--- config.mk ---
export PLATFORM = sky130hd
export DESIGN_NAME = uart_rx
export DESIGN_NICKNAME = d
export VERILOG_FILES = /design/src/rtl/uart_pkg.sv /design/src/rtl/uart_sync.sv /design/src/rtl/uart_rx.sv
export SDC_FILE = /design/constraint.sdc
export NUM_CORES = 1
export LEC_CHECK = 0
export CORE_AREA = 2 2 64 66
export DETAILED_ROUTE_END_ITERATION = 10
export DIE_AREA = 0 0 66 68
export GPL_TIMING_DRIVEN = 0
export PLACE_DENSITY = 0.72
export SYNTH_ARGS = -nofsm -noshare
export SYNTH_HDL_FRONTEND = slang
export SYNTH_SLANG_ARGS = --single-unit
--- constraint.sdc ---
create_clock -name clock -period 1.96 [get_ports clock]
set_input_delay 0.294 -clock clock [delete_from_list [all_inputs] [get_ports clock]]
set_output_delay 0.294 -clock clock [all_outputs]
set_load 0.02 [all_outputs]
--- src/rtl/uart_pkg.sv ---
// Shared 8N1 UART definitions used by both the receiver and the transmitter.
// Holds the frame constants, the FSM state type and the bit-period helper.
package uart_pkg;

    localparam int   DATA_BITS   = 8;
    localparam int   STOP_BITS   = 1;
    localparam int   FRAME_BITS  = 1 + DATA_BITS + STOP_BITS;
    localparam logic START_LEVEL = 1'b0;
    localparam logic STOP_LEVEL  = 1'b1;
    localparam logic IDLE_LEVEL  = 1'b1;

    typedef enum logic [2:0] {
        ST_IDLE  = 3'd0,
        ST_START = 3'd1,
        ST_DATA  = 3'd2,
        ST_STOP  = 3'd3,
        ST_BREAK = 3'd4
    } uart_state_t;

    function automatic int clks_per_bit(input int clock_frequency, input int baud_rate);
        return clock_frequency / baud_rate;
    endfunction

endpackage

--- src/rtl/uart_sync.sv ---
// Two-flop synchronizer for an asynchronous single-bit input.
// RESET_VALUE lets an idle-high line come out of reset without a false edge.
module uart_sync #(
    parameter logic RESET_VALUE = 1'b1
) (
    input  logic clock,
    input  logic reset,
    input  logic d,
    output logic q
);

    logic meta;

    always_ff @(posedge clock) begin
        if (reset) begin
            meta <= RESET_VALUE;
            q    <= RESET_VALUE;
        end else begin
            meta <= d;
            q    <= meta;
        end
    end

endmodule

--- src/rtl/uart_rx.sv ---
// 8N1 UART receiver: mid-bit sampling with a half-bit start qualification,
// registered one-cycle rx_valid / rx_frame_error pulses and break hold-off.
//
// state    | meaning
// ---------+--------------------------------------------------------------
// IDLE     | line high, waiting for a low level to begin a frame
// START    | half a bit period in, confirm the start bit is still low
// DATA     | sample one data bit every bit period, LSB first
// STOP     | sample the stop bit; good -> publish byte, bad -> frame error
// BREAK    | line stuck low after a bad stop bit; wait for it to go high
module uart_rx
    import uart_pkg::*;
#(
    parameter int CLOCK_FREQUENCY = 50000000,
    parameter int BAUD_RATE       = 9600
) (
    input  logic                 clock,
    input  logic                 reset,
    input  logic                 serial_rx,
    output logic [DATA_BITS-1:0] rx_data_out,
    output logic                 rx_valid,
    output logic                 rx_frame_error,
    output logic                 rx_busy
);

    localparam int CLKS_PER_BIT = clks_per_bit(CLOCK_FREQUENCY, BAUD_RATE);
    localparam int HALF_BIT     = CLKS_PER_BIT / 2;
    localparam int CNT_W        = (CLKS_PER_BIT > 1) ? $clog2(CLKS_PER_BIT) : 1;
    localparam int IDX_W        = $clog2(DATA_BITS);

    localparam logic [CNT_W-1:0] BIT_LAST  = CNT_W'(CLKS_PER_BIT - 1);
    localparam logic [CNT_W-1:0] HALF_LAST = CNT_W'(HALF_BIT - 1);
    localparam logic [IDX_W-1:0] IDX_LAST  = IDX_W'(DATA_BITS - 1);

    logic rx_s;

    uart_state_t          state, state_nxt;
    logic [CNT_W-1:0]     cnt, cnt_nxt;
    logic [IDX_W-1:0]     bit_idx, bit_idx_nxt;
    logic [DATA_BITS-1:0] shift_reg, shift_nxt;
    logic [DATA_BITS-1:0] data_nxt;
    logic                 valid_nxt;
    logic                 ferr_nxt;

    uart_sync #(
        .RESET_VALUE(IDLE_LEVEL)
    ) u_sync (
        .clock(clock),
        .reset(reset),
        .d    (serial_rx),
        .q    (rx_s)
    );

    always_ff @(posedge clock) begin
        if (reset) begin
            state          <= ST_IDLE;
            cnt            <= '0;
            bit_idx        <= '0;
            shift_reg      <= '0;
            rx_data_out    <= '0;
            rx_valid       <= 1'b0;
            rx_frame_error <= 1'b0;
        end else begin
            state          <= state_nxt;
            cnt            <= cnt_nxt;
            bit_idx        <= bit_idx_nxt;
            shift_reg      <= shift_nxt;
            rx_data_out    <= data_nxt;
            rx_valid       <= valid_nxt;
            rx_frame_error <= ferr_nxt;
        end
    end

    always_comb begin
        state_nxt   = state;
        cnt_nxt     = cnt;
        bit_idx_nxt = bit_idx;
        shift_nxt   = shift_reg;
        data_nxt    = rx_data_out;
        valid_nxt   = 1'b0;
        ferr_nxt    = 1'b0;

        unique case (state)
            ST_IDLE: begin
                cnt_nxt = '0;
                if (rx_s == START_LEVEL) begin
                    state_nxt = ST_START;
                end
            end

            ST_START: begin
                if (cnt == HALF_LAST) begin
                    cnt_nxt     = '0;
                    bit_idx_nxt = '0;
                    // A start bit that is gone by mid-bit was a glitch.
                    state_nxt   = (rx_s == START_LEVEL) ? ST_DATA : ST_IDLE;
                end else begin
                    cnt_nxt = cnt + 1'b1;
                end
            end

            ST_DATA: begin
                if (cnt == BIT_LAST) begin
                    cnt_nxt            = '0;
                    shift_nxt[bit_idx] = rx_s;
                    if (bit_idx == IDX_LAST) begin
                        state_nxt = ST_STOP;
                    end else begin
                        bit_idx_nxt = bit_idx + 1'b1;
                    end
                end else begin
                    cnt_nxt = cnt + 1'b1;
                end
            end

            ST_STOP: begin
                if (cnt == BIT_LAST) begin
                    cnt_nxt = '0;
                    // Leaving at mid stop bit leaves half a bit to catch a
                    // back-to-back start edge.
                    if (rx_s == STOP_LEVEL) begin
                        data_nxt  = shift_reg;
                        valid_nxt = 1'b1;
                        state_nxt = ST_IDLE;
                    end else begin
                        ferr_nxt  = 1'b1;
                        state_nxt = ST_BREAK;
                    end
                end else begin
                    cnt_nxt = cnt + 1'b1;
                end
            end

            ST_BREAK: begin
                cnt_nxt = '0;
                if (rx_s == IDLE_LEVEL) begin
                    state_nxt = ST_IDLE;
                end
            end

            default: begin
                state_nxt = ST_IDLE;
                cnt_nxt   = '0;
            end
        endcase
    end

    assign rx_busy = (state != ST_IDLE);

endmodule

==> results.yml, run 1 <==
die:
  fp.dieW_um: 66
  ios: 14
  core-area_um2: 3860
  dieArea_um2: 4490
  fp-row-count: 23
  initial_core_util_pct: 48.1
  die_y_um: 68
placement:
  portBuffers: 13
  placed_cell_area_um2: 2050
  gp_congestion: 0.715
  hpwl_um: 2150
timing:
  maxSlewViolCount: 0
  rsz0062_at_grt: "true"
  worst_pin_slew_ns: 0.452
  fmax_mhz: 521
  fin_crit_sh_pct: 98.0
  fin_crit_ns: 1.92
  hold_viol_final: 0
  skew_ns: 0.00532
  final-setup-viol-count: 0
  setup_tns_ns: 0
  slew_headroom_pct: 69.9
final_layout:
  diodes: 0
  layout-drive-gt1-share_pct: 22.7
  final_area_um2: 2300
  mostFrequentLayoutCell: "dfxtp_1"
  syn2layout_area_growth_pct: 24.0
  final_util_pct: 59.7
  nets: 221
  largest_reg_flops: 13
  final_cell_mix: "dfxtp_1 (35), nor2_1 (31), mux2i_1 (17)"
setup_path:
  crit_path_end_kind: "flip-flop"
  rrSetupSlack_ns: 0.04
  worst_path_largest_cell_delay_ns: 0.48
  critical_path_required_ns: 2.19
  crit_chain: "ha_4 > and4b_4 > a311oi_4 > a21oi_2 > or4_4 > clkbuf_16 > nor2_1"
  path_class: "reg2reg"
  cp_slowest_cell: "or4_4"
  rr_endpoint: "cnt[6]"
  worstPathMaxFanout: 5
  worstSetupStartpoint: "cnt[0]"
  cp_top_family: "simple AND/OR/NAND/NOR gates"
  reg2reg_from: "cnt[0]"
  crit_buf_inv: 1
  r2r_cells: 7
  start_kind: "flip-flop"
  arrival_ns: 2.15
synthesis:
  yosys_warnings: 0
  netlist_area_um2: 1860
  synth_area_per_cell_um2: 9.77
  synth_enable_flop_cells: 0
  synthCells: 190
  dominantRegCellSynth: "dfxtp_1"
  synth_fp_nets: 196
  synthArstFlopShare_pct: 0
  synth.distinct_cells: 45
  seq_area_frac_synth_pct: 42.1
  ys_seq_elements: 39
drt:
  firstDrtPassIters: 4
  drtIter0Drc: 75
  wl_um: 3420
  vias: 1386
  vias_per_cell: 5.21
  final_antenna_net_count: 0
  drc: 0
  wl_per_cell_um: 12.8
clock_network:
  cts_hold_buf: 0
  cts_sinks: 39
  clock-root-buffer: "clkbuf_8"
  cts.reportedPaths.clkPinSlew_ns: 0.07
  clock_latency_ns: 0.29
  clock_path_buffers: 2
  tritoncts: "built"
  htreeDepth: 2
  numCtsBuffers: 5
min_path:
  hp-start: "u_sync.meta"
  hold_path_end: "u_sync.q"
  worstHoldPathType: "reg2reg"
  holdPathStages: 1
power_and_ir_drop:
  combPwrFrac_pct: 18.0
  p_sw_share_pct: 25.5
  powerDensity_nw_per_um2: 710
  power_uw: 1630
  p_int_uw: 1220
  seqPwrFrac_pct: 49.9
  cellLeakagePower_uw: 0.000783
  p_sw_uw: 416
  ir_drop_mv: 0.492
  p_clk_share_pct: 32.1
grt:
  grt_overflow_total: 0
  grt_pass1_wl_um: 5220
  grt_pass1_vias: 1211
  grt_usage_pct: 15.2
  grt_max_degree: 13
  antenna_found_initial: 0
run:
  maxCapViolCount: 0
status:
  status: "completed"
[layer usage]
layer / global-route usage [%] / vias to the layer above / wire length [um]
li1: - / 715 / -
met1: 18.7 / 645 / 1640
met2: 24.9 / 20 / 1600
met3: 4.44 / 6 / 107
met4: 6.89 / 0 / 64
met5: 0 / - / 0
[how the worst max path moves through the flow]
stage,endpoint,slack (ns),cells after the start
2_1_floorplan,cnt[4],0.07,7
3_3_place_gp,rx_data_out[1],-0.09,6
3_5_place_dp,rx_data_out[1],-0.12,6
4_1_cts,rx_busy,0.02,3
5_1_grt,bit_idx[1],-0.02,5
6_report,cnt[6],0.04,7
[final cells by class]
cell class	count	area (um^2)
Fill cell	333	1560
Multi-Input combinational cell	135	1060
Sequential cell	39	786
Timing Repair Buffer	19	208
Buffer	11	80.1
Clock buffer	6	72.6
Tap cell	50	62.6
Inverter	4	15.0
Clock inverter	2	12.5
[cells by family (layout without fill, tap and decap cells)]
logic type | count (synthesis) | in the layout | share of synthesized area, %
AOI/OAI and AO/OA | 11 | 11 | 6.20
xor gates and xnor gates | 11 | 11 | 5.19
adders and majority gates | 3 | 3 | 2.02
buffers and inverters | 16 | 42 | 5.12
DFF | 39 | 39 | 42.1
muxes | 19 | 19 | 10.4
and+or+nand+nor | 91 | 91 | 29.0
[Yosys cell counts, types with 3 or more instances]
master | n | area share [%]
nand3_1 | 6 | 1.6
clkbuf_1 | 7 | 1.4
xor2_1 | 6 | 2.8
ha_1 | 3 | 2.0
nor2_1 | 36 | 7.3
nor4b_2 | 3 | 2.4
a21oi_1 | 4 | 1.1
nor3_1 | 3 | 0.81
nor4_1 | 4 | 1.3
nand2_1 | 6 | 1.2
mux2i_1 | 17 | 9.2
dfxtp_1 | 39 | 42
nand2b_1 | 6 | 2.0
nand4_1 | 7 | 2.4
xnor2_1 | 5 | 2.4
inv_1 | 4 | 0.81
[per-stage QoR]
stage / instances / setup slack (ns) / hold WS, ns
global placement: 253 / -0.0884 / 0.411
global route: 266 / -0.0210 / 0.424
finish: 266 / 0.0389 / 0.412
CTS: 262 / 0.0197 / 0.416
detailed placement: 253 / -0.122 / 0.398
floorplan: 190 / 0.0675 / 0.389
[worst reg2reg max path: cells and delay by family (launching register included)]
kind | cells | cell delay, ns
buffers and inverters | 1 | 0.19
AOI/OAI and AO/OA | 2 | 0.40
DFF | 1 | 0.34
adders and majority gates | 1 | 0.17
and+or+nand+nor | 3 | 0.76
[what timing repair did]
action,4_1_cts,5_1_grt
resized for setup,4,18
pin swaps,2,3
setup endpoints to repair,24,24
buffers inserted,1,4
cloned,0,1
[power by group through the flow]
stage	Sequential (uW)	Clock, uW	Combinational, uW
2_1_floorplan	831	0	222
3_3_place_gp	832	0	268
3_5_place_dp	832	0	270
4_1_cts	814	542	274
5_1_grt	815	570	316
6_report	814	525	294
No activity file was read; power rests on OpenSTA's default activity.
==> run 2: changes to the inputs <==
--- a/config.mk
+++ b/config.mk
@@ -8,6 +8,7 @@
 export CORE_AREA = 2 2 64 66
 export DETAILED_ROUTE_END_ITERATION = 10
 export DIE_AREA = 0 0 66 68
+export GPL_ROUTABILITY_DRIVEN = 0
 export GPL_TIMING_DRIVEN = 0
 export PLACE_DENSITY = 0.72
 export SYNTH_ARGS = -nofsm -noshare
==> results of run 2 <==
Same layout as run 1: the final DEF is identical, and so are final timing and power.
